[config.mk]
export PLATFORM = sky130hd
export DESIGN_NAME = cpu_reg_bank
export DESIGN_NICKNAME = d
export VERILOG_FILES = /design/src/rtl/cpu_reg_pkg.sv /design/src/rtl/reg_op_unit.sv /design/src/rtl/cpu_reg_bank.sv
export SDC_FILE = /design/constraint.sdc
export NUM_CORES = 1
export LEC_CHECK = 0
export CORE_MARGIN = 10
export CORE_UTILIZATION = 40
export CTS_BUF_LIST = sky130_fd_sc_hd__clkbuf_4 sky130_fd_sc_hd__clkbuf_8 sky130_fd_sc_hd__clkbuf_16
export DETAILED_ROUTE_END_ITERATION = 16
export HOLD_SLACK_MARGIN = 0.06
export PLACE_DENSITY = 0.7
export SLEW_MARGIN = 10
export SYNTH_ARGS = -nofsm -noshare
export SYNTH_HDL_FRONTEND = slang
export SYNTH_SLANG_ARGS = --single-unit
export TNS_END_PERCENT = 100
[constraint.sdc]
create_clock -name clk -period 3.2 [get_ports clk]
set_input_delay 0.96 -clock clk [delete_from_list [all_inputs] [get_ports clk]]
set_output_delay 0.96 -clock clk [all_outputs]
set_load 0.02 [all_outputs]
[src/rtl/cpu_reg_pkg.sv]
// Shared types for the CPU register bank: op codes, default geometry, flag pair.
// Used by both the default build and the REG_BYPASS_EN build.
package cpu_reg_pkg;

  localparam int DEF_WIDTH = 8;
  localparam int DEF_NREGS = 4;

  typedef enum logic [2:0] {
    OP_HOLD = 3'b000,
    OP_LOAD = 3'b001,
    OP_INC  = 3'b010,
    OP_DEC  = 3'b011,
    OP_CLR  = 3'b100,
    OP_SHL  = 3'b101,
    OP_SHR  = 3'b110,
    OP_RSVD = 3'b111
  } op_e;

  typedef struct packed {
    logic z;
    logic c;
  } flags_t;

  function automatic logic op_is_active(op_e op);
    return !(op == OP_HOLD || op == OP_RSVD);
  endfunction

endpackage

[src/rtl/reg_op_unit.sv]
// Combinational modify unit: computes the result and carry of one op on a register value.
// Shared by the write path and, in REG_BYPASS_EN builds, the read forwarding path.
module reg_op_unit
  import cpu_reg_pkg::*;
#(
  parameter int WIDTH = DEF_WIDTH
) (
  input  logic [WIDTH-1:0] cur_i,
  input  logic [WIDTH-1:0] wr_data_i,
  input  op_e              op_i,
  output logic [WIDTH-1:0] res_o,
  output logic             c_o,
  output logic             valid_op_o
);

  logic [WIDTH:0] ext_cur;
  assign ext_cur = {1'b0, cur_i};

  always_comb begin
    res_o      = cur_i;
    c_o        = 1'b0;
    valid_op_o = op_is_active(op_i);
    case (op_i)
      OP_LOAD: res_o = wr_data_i;
      // The extra top bit captures carry out / borrow from zero.
      OP_INC:  {c_o, res_o} = ext_cur + (WIDTH+1)'(1);
      OP_DEC:  {c_o, res_o} = ext_cur - (WIDTH+1)'(1);
      OP_CLR:  res_o = '0;
      OP_SHL:  {c_o, res_o} = {cur_i, 1'b0};
      OP_SHR:  {res_o, c_o} = {1'b0, cur_i};
      default: ;
    endcase
  end

endmodule

[src/rtl/cpu_reg_bank.sv]
// Parametrised register bank: NREGS x WIDTH, one modify port, two combinational read ports.
// Define REG_BYPASS_EN to forward a same-cycle write result onto matching read ports.
module cpu_reg_bank
  import cpu_reg_pkg::*;
#(
  parameter  int WIDTH = DEF_WIDTH,
  parameter  int NREGS = DEF_NREGS,
  localparam int AW    = $clog2(NREGS)
) (
  input  logic             clk,
  input  logic             rst,
  input  logic             we,
  input  logic [AW-1:0]    wr_addr,
  input  logic [2:0]       wr_op,
  input  logic [WIDTH-1:0] wr_data,
  input  logic [AW-1:0]    rd_a_addr,
  output logic [WIDTH-1:0] rd_a_data,
  input  logic [AW-1:0]    rd_b_addr,
  output logic [WIDTH-1:0] rd_b_data,
  output logic             flag_z,
  output logic             flag_c
);

  logic [NREGS-1:0][WIDTH-1:0] regs_q, regs_d;
  flags_t                      flags_q, flags_d;

  logic             wr_in_rng;
  logic [WIDTH-1:0] cur;
  logic [WIDTH-1:0] res;
  logic             op_c;
  logic             valid_op;
  logic             wr_apply;

  assign wr_in_rng = 32'(wr_addr) < NREGS;
  assign cur       = wr_in_rng ? regs_q[wr_addr] : '0;

  reg_op_unit #(.WIDTH(WIDTH)) u_op (
    .cur_i      (cur),
    .wr_data_i  (wr_data),
    .op_i       (op_e'(wr_op)),
    .res_o      (res),
    .c_o        (op_c),
    .valid_op_o (valid_op)
  );

  // Out-of-range writes leave both the array and the flags untouched.
  assign wr_apply = we & valid_op & wr_in_rng;

  always_comb begin
    regs_d  = regs_q;
    flags_d = flags_q;
    if (wr_apply) begin
      regs_d[wr_addr] = res;
      flags_d.z       = (res == '0);
      flags_d.c       = op_c;
    end
  end

  always_ff @(posedge clk or negedge rst) begin
    if (!rst) begin
      regs_q  <= '0;
      flags_q <= '0;
    end else begin
      regs_q  <= regs_d;
      flags_q <= flags_d;
    end
  end

  assign flag_z = flags_q.z;
  assign flag_c = flags_q.c;

`ifdef REG_BYPASS_EN
  // No forwarding while reset is held: reads must show the cleared array.
  logic wr_fwd;
  assign wr_fwd = wr_apply & rst;
`endif

  logic [1:0][AW-1:0]    rd_addr;
  logic [1:0][WIDTH-1:0] rd_data;

  assign rd_addr   = {rd_b_addr, rd_a_addr};
  assign rd_a_data = rd_data[0];
  assign rd_b_data = rd_data[1];

  for (genvar p = 0; p < 2; p++) begin : g_rd
    logic             in_rng;
    logic [WIDTH-1:0] arr_val;
    assign in_rng  = 32'(rd_addr[p]) < NREGS;
    assign arr_val = in_rng ? regs_q[rd_addr[p]] : '0;
`ifdef REG_BYPASS_EN
    assign rd_data[p] = (wr_fwd && rd_addr[p] == wr_addr) ? res : arr_val;
`else
    assign rd_data[p] = arr_val;
`endif
  end

endmodule

; ---- Word-level counts from Yosys, hierarchy flattened
; Cells that the tools add are included.
[word_totals]
register_bits = 34
inputBits = 20
out_inout_bits = 18
wordCells = 36
[classes]
addsub = 2
order_cmp = 4
n_eq_ne = 7
mux = 11
n_bitwise = 1
n_reduce_logical = 5
[ops]
columns = cell, count
row1 = $bmux W8 S2, 3
row2 = $pmux W8 S6, 1
row3 = $bwmux W32, 1
row4 = $mux W8, 4
row5 = $demux W8 S2, 1
row6 = $eq A3 B3 Y1 const B, 4
row7 = $add A8 B1 Y9 const B, 1
row8 = $lt A2 B3 Y1 const B, 3
row9 = $sub A8 B1 Y9 const B, 1
row10 = $logic_not A8 Y1, 1
row11 = $eq A3 B2 Y1 const B, 2
row12 = $pmux W1 S4, 1
row13 = $eq A3 B1 Y1 const B, 1
row14 = $logic_not A3 Y1, 1
row15 = $ge A2 B1 Y1 const B, 1
row16 = $and A1 B1 Y1, 1
row17 = $logic_and A1 B1 Y1, 1
row18 = $logic_not A1 Y1, 1
row19 = $logic_or A1 B1 Y1, 1

; ---- Logic depth before layout (Yosys ltp)
; Gate-level depths: netlist of the first run.
[depth]
depth_word = 5
ltp_mapped = 11
ltp_nobuf = 10

; ---- By module
; A second synthesis of the first run with hierarchy kept.
[hier_totals]
hier_cells = 237
hier_area_um2 = 2762.6
[by_module_without_submodules]
columns = module, instances, cells_each, area_each_um2
row1 = cpu_reg_bank, 1, 109, 1983.2
row2 = reg_op_unit, 1, 128, 779.5

; ---- Worst setup path after synthesis of the first run
; OpenSTA, ideal clock, no wires.
[synth_path]
path_type = in2reg
startpoint = input wr_addr[0]
endpoint = register flags_q (netlist bit flag_z)
arrival_time_ns = 3.639
t_required_ns = 3.108
path_slack_ns = -0.531
stages = 11
path_cell_list = buf_6 > mux4_2 > inv_1 > ha_1 > nor2b_1 > xnor2_1 > a211oi_1 > o21ai_0 > a311o_2 > or4_4 > o31ai_2
[synth_via]
elab_chain_len = 5
[synth_lines]
columns = element, line
row1 = "start, declared", cpu_reg_bank.sv:13  ; input logic [AW-1:0] wr_addr,
row2 = $bmux W8 S2 (*), cpu_reg_bank.sv:35  ; assign cur = wr_in_rng ? regs_q[wr_addr] : '0;
row3 = $mux W8 (not written as such) (*), cpu_reg_bank.sv:35
row4 = $sub A8 B1 Y9 / $add A8 B1 Y9 (equally long branches), "reg_op_unit.sv:27, reg_op_unit.sv:26"
row5 = $pmux W8 S6 (*), reg_op_unit.sv:23  ; case (op_i)
row6 = $logic_not A8 Y1 (*), cpu_reg_bank.sv:54  ; flags_d.z = (res == '0);
row7 = "end signal, assigned", cpu_reg_bank.sv:65  ; flags_q <= flags_d;
row8 = "end, declared", cpu_reg_bank.sv:25  ; flags_t flags_q, flags_d;
; Mark *: on every way between the ends. The rest lies on a longest branch, timed or not. The select of a mux whose other input is x is not followed.
; A chain may end at the register's enable or synchronous reset.

; ---- Worst setup path in the final report of the first run
; Same ends and word-level chain as after synthesis.

==> metrics.txt, run 1 <==
commonest non-fill, non-tap cell in the layout buf_4; worst reg2reg path depth 10; CTS clock-pin slew for the worst setup and hold paths 0.07 ns; Reg2Reg Setup Slack 0.17 ns; CP most frequent cell buf_6; Slew Limit Headroom 0.684; layout cell share with drive strength beyond 1 0.504; Min-Delay Path Class reg2reg; Buf/Inv on CP 3; drt pass-1 iters 4; cell area after layout 3810 um^2; synthesized instance count 248; Final Max Slew Viols 0; clk_skew 0.00767 ns; ANT cells 0; worst-skew pair later-pin latency between 0.2 and 0.3 ns; Initial Util 0.405; Final #Nets between 300 and 400; post-route minimum period 3.48 ns; cells along the critical path buf_6, buf_6, mux4_2, inv_2, ha_4, nor2b_4, xnor2_2, a211oi_2, o21ai_1, a311o_2, or4_4, o31ai_2; Die ar. 10500 um^2; total negative slack -0.471 ns; synthesis warning total 0; Net Count, Synth 270; final wirelength between 8000 and 9000 um; Setup violations, final 5; IO Count 38; Slew @ Worst Pin about 0.47 ns; pin count of the biggest net entering global routing 35; Layout area overhead 40.0%; final hold vios 0; synth top area cells dfrtp_1, mux4_2, mux2_2; register area share after synthesis 0.312; Vias/cell 6.01; Cell variety after synth 59; num rows 30; Avg Inst Size Synth 11.0 um^2; Max Cap Viol 0; outcome finished with violations; r2r startpoint regs_q[24]$_DFFE_PN0P_; CP max-delay cell mux4_2; failing checks negative setup slack; worst min-delay path startpoint flag_c$_DFFE_PN0P_; initial antenna violation count 0; area of placed instances 3570 um^2; pwr dens 713 nW/um^2; first-pass GRT wire length approximately 14000 um; DIE HEIGHT roughly 100 um; H-tree depth 2; HPWL Detailed 6210 um; CTS tree done; GR Overflow Total 0; post-synth top area share 0.312; Synth area leader dfrtp_1; EDFF count, synth 0; Final GP Congestion 0.924; drt wl/cell 20.2 um; CTS root buf clkbuf_8; core outline area roughly 6700 um^2; number of synthesized register bits 34; hold depth 2; vias in the first global route 2691; setup repair after global routing missed its margin yes; FF-to-FF End flag_z$_DFFE_PN0P_; WS Path Type in2reg; Worst EP required 3.39 ns; fin cells 425; Hold EP flag_c$_DFFE_PN0P_; commonest cells after routing, fill and taps aside buf_4, dfrtp_1, mux2_2; clk sink count 34; hold_buf cts 0; fmax 287 MHz; Placed Cells 404; Post-synth ARST share 1.00; Max Buffers Root-to-Sink 2; worst vdd ir roughly 0.46 mV; CP peak stage delay between 0.5 and 0.6 ns; Die X a little over 100 um; Final WS setup -0.284 ns; Detailed Route Iter0 Violations 179; Pleak 1.62 nW; Critical Path AT 3.67 ns; CP top delay family compound AO/OA/AOI/OAI gates; post-route ant nets 0; critical-path maximum fanout 4; DRC 0; DP Worst Slack -0.991 ns; Cell Area, Synth between 2000 and 3000 um^2; Crit. End Element register; ys flop type dfrtp_1; All-Layer GR Usage 0.168; via count 2555; TritonCTS Buffers 5; IO Port Bufs 37; worst setup path startpoint wr_addr[0]; Final Cycle Share 1.09; WHS 0.502 ns; Worst setup SP type primary input
==> layer usage <==
metal	vias up	part of all wire	track usage	routed length (um)
met5	-	0	0	0
met4	0	0.018	0.0651	154
met3	16	0.077	0.0308	663
met2	128	0.50	0.278	4250
met1	1258	0.41	0.211	3500
li1	1153	-	-	-
==> timing repair <==
item / in CTS / in global routing
pin swaps: 9 / 12
endpoints found under the setup margin: 45 / 26
setup buffers: 10 / 5
gates resized for setup: 55 / 27
==> Yosys cell counts (all sizes together), types with 3 or more instances <==
cell and count:
dfrtp 34, mux2 30, mux4 24, nand2 19, nor2 17, o21ai 16, a21oi 9, clkbuf 9
buf 7, nand3 6, nor2b 6, nor3 6, xnor2 5, a211oi 4, or3 4, clkinv 3
nand2b 3, nand4 3, or2 3, or4 3, xor2 3
==> sequential cells by signal, indices dropped and copies added (netlist names) <==
name and cells:
flag_z 1, flag_c 1, regs_q 32
==> power by group <==
group,switching [mW],internal (mW),leakage (nW)
combinational,0.772,0.862,1.14
clock,0.164,0.153,0.0441
sequential,0.174,0.595,0.430
total,1.11,1.61,1.62
==> cell families (layout without fill, tap and decap cells) <==
logic type / Yosys count / after routing / share of synthesized area
AO/OA/AOI/OAI: 52 / 52 / 0.136
AND/OR/NAND/NOR: 76 / 76 / 0.144
flip-flops: 34 / 34 / 0.312
adder cells (fa/ha/maj): 2 / 2 / 0.00919
multiplexers: 55 / 55 / 0.329
buffers and inverters: 21 / 118 / 0.0441
XOR/XNOR: 8 / 8 / 0.0257
==> how the worst max path moves through the flow <==
stage                    endpoint  slack, ns  depth (start not counted)
6_report       flag_z$_DFFE_PN0P_      -0.28                         12
5_1_grt        flag_z$_DFFE_PN0P_      -0.37                         12
4_1_cts        flag_z$_DFFE_PN0P_      -0.36                         12
3_5_place_dp   flag_z$_DFFE_PN0P_      -0.99                         12
3_3_place_gp   flag_z$_DFFE_PN0P_      -0.90                         12
2_1_floorplan  flag_z$_DFFE_PN0P_      -0.35                         11
==> worst register-to-register path, cell delays in order (launching register included) <==
cell	delay, ns
dfrtp_1	0.43
mux4_2	0.54
inv_2	0.11
ha_4	0.20
nor2b_4	0.13
xnor2_2	0.13
a211oi_2	0.29
o21ai_1	0.13
a311o_2	0.40
or4_4	0.42
o31ai_2	0.17
==> stage by stage <==
| stage | total power [mW] | utilization |
|---|---|---|
| final | 2.72 | 0.568 |
| after global placement | 2.18 | 0.532 |
| after detailed placement | 2.23 | 0.532 |
| after CTS | 2.61 | 0.561 |
| after floorplan | 1.62 | - |
| after global routing | 2.89 | 0.568 |
==> final cells by class <==
cell class              instances  area [um^2]
fillers                       574         2910
flip-flops and latches         34          851
inverters                       5         18.8
clock inverters                 3         21.3
well taps                      80          100
multi-input cells             193         1860
repair buffers                105          897
clock buffers                   5         68.8
Power figures use the tool's default switching activity.
==> run 2, diff against run 1 <==
- CORE_UTILIZATION: 40 -> 50
- PLACE_DENSITY: 0.7 -> 0.83
==> metrics.txt, run 2 (synthesis gave the netlist of run 1 again) <==
worst-skew pair later-pin latency 0.28 ns; final hold vios 0; CTS tree done; worst vdd ir 0.537 mV; layout cell share with drive strength beyond 1 0.509; Final #Nets 374; TritonCTS Buffers 5; Crit. End Element register; area of placed instances 3620 um^2; pin count of the biggest net entering global routing 35; Final Cycle Share 1.07; H-tree depth 2; Slew @ Worst Pin 0.445 ns; IO Count 38; commonest non-fill, non-tap cell in the layout buf_4; filler instances 363; clk_skew 0.00524 ns; Power Total 2.65 mW; commonest cells after routing, fill and taps aside buf_4, dfrtp_1, mux2_2; Die X 93.8 um; fmax approximately 290 MHz; via count 2590; Critical Path AT approximately 3.6 ns; DIE HEIGHT 93.8 um; Min-Delay Path Class reg2reg; cell area after layout 3790 um^2; outcome finished with violations; All-Layer GR Usage 0.196; Final Max Slew Viols 0; Cell Int Power approximately 1.6 mW; Final WS setup -0.236 ns; initial antenna violation count 0; Max Buffers Root-to-Sink 2; post-route minimum period 3.44 ns; Clk pwr share 0.116; hold_buf cts 0; Worst EP required approximately 3.4 ns; pwr dens 701 nW/um^2; CP top delay family compound AO/OA/AOI/OAI gates; sequential power share 0.291; CP peak stage delay about 0.55 ns; sw power 1.08 mW; WS Path Type in2reg; Initial Util 0.523; drt pass-1 iters 4; Die ar. approximately 8800 um^2; Worst setup SP type primary input; first-pass GRT wire length 13800 um; Buf/Inv on CP 3; Detailed Route Iter0 Violations 149; sw frac 0.407; Pleak 1.62 nW; Vias/cell 6.14; Layout area overhead 39.0%; critical-path maximum fanout 4; failing checks negative setup slack; setup repair after global routing missed its margin yes; worst reg2reg path depth 10; Setup violations, final 5; clk sink count 34; core outline area 5200 um^2; vias in the first global route ~2700; CTS root buf clkbuf_8; ANT cells 0; post-route ant nets 0; IO Port Bufs 37; Comb power frac 0.593; HPWL Detailed 6360 um; hold depth 2; GR Overflow Total 0; Final GP Congestion slightly above 0.9; cells along the critical path buf_6, buf_6, mux4_2, inv_2, ha_4, nor2b_4, xnor2_2, a211oi_2, o21ai_1, a311o_2, or4_4, o31ai_4; CP Depth 12; max FFs per register 32; CP most frequent cell buf_6; final wirelength roughly 8500 um; CP max-delay cell mux4_2; Slew Limit Headroom 0.703; num rows 26; DRC 0; CTS clock-pin slew for the worst setup and hold paths ~0.070 ns; Biggest register regs_q; Max Cap Viol 0; drt wl/cell 20.1 um
run 2: power by group through the flow:
stage / clock (mW) / sequential, mW / combinational [mW]
finish: 0.308 / 0.773 / 1.57
floorplan: 0 / 0.707 / 0.916
CTS: 0.315 / 0.759 / 1.50
detailed placement: 0 / 0.766 / 1.50
global route: 0.332 / 0.791 / 1.68
global placement: 0 / 0.744 / 1.46
run 2: path summary, 6_finish.rpt:
path	from	to	slack (ns)
worst max-delay path	wr_addr[0]	flag_z$_DFFE_PN0P_	-0.24
worst min-delay path	flag_c$_DFFE_PN0P_	flag_c$_DFFE_PN0P_	0.50
worst max register to register	regs_q[24]$_DFFE_PN0P_	flag_z$_DFFE_PN0P_	0.23
worst min register to register	flag_c$_DFFE_PN0P_	flag_c$_DFFE_PN0P_	0.50
max in group asynchronous	rst	regs_q[16]$_DFFE_PN0P_	1.80
min in group asynchronous	rst	regs_q[18]$_DFFE_PN0P_	1.08
run 2: metal layers:
| metal | part of all wire | track usage | vias up | routed length (um) |
|---|---|---|---|---|
| li1 | - | - | 1162 | - |
| met1 | 0.40 | 0.237 | 1279 | 3360 |
| met2 | 0.50 | 0.331 | 126 | 4210 |
| met3 | 0.082 | 0.0456 | 23 | 692 |
| met4 | 0.027 | 0.0696 | 0 | 230 |
| met5 | 0 | 0 | - | 0 |
run 2: through the flow:
step           TNS [ns]  utilization  setup slack [ns]  instances  hold WS (ns)
2_1_floorplan    -0.348            -            -0.348        248         0.478
3_3_place_gp     -24.67        0.695            -0.884        408         0.477
3_5_place_dp     -26.35        0.695            -0.964        408         0.491
4_1_cts          -0.314        0.722            -0.314        419         0.508
5_1_grt          -0.985        0.727            -0.314        422         0.527
6_report         -0.531        0.727            -0.236        422         0.503
run 2: tightest hold or removal path, cell delays in order (launching register included):
cell and delay (ns):
dfrtp_1 0.35, nand2_1 0.05, o21ai_0 0.07
run 2: area by class of cell:
class | count | area (um^2) | share of cell area
Clock inverter | 2 | 15.0 | 0.00397
Inverter | 5 | 18.8 | 0.00496
Clock buffer | 5 | 68.8 | 0.0182
Sequential cell | 34 | 851 | 0.225
Multi-Input combinational cell | 193 | 1830 | 0.482
Tap cell | 70 | 87.6 | 0.0231
Timing Repair Buffer | 113 | 918 | 0.243
run 2: repair_timing:
| action | in CTS | in global routing |
|---|---|---|
| pin swaps | 7 | 11 |
| setup endpoints to repair | 45 | 27 |
| resized for setup | 47 | 31 |
| buffers inserted | 4 | 3 |
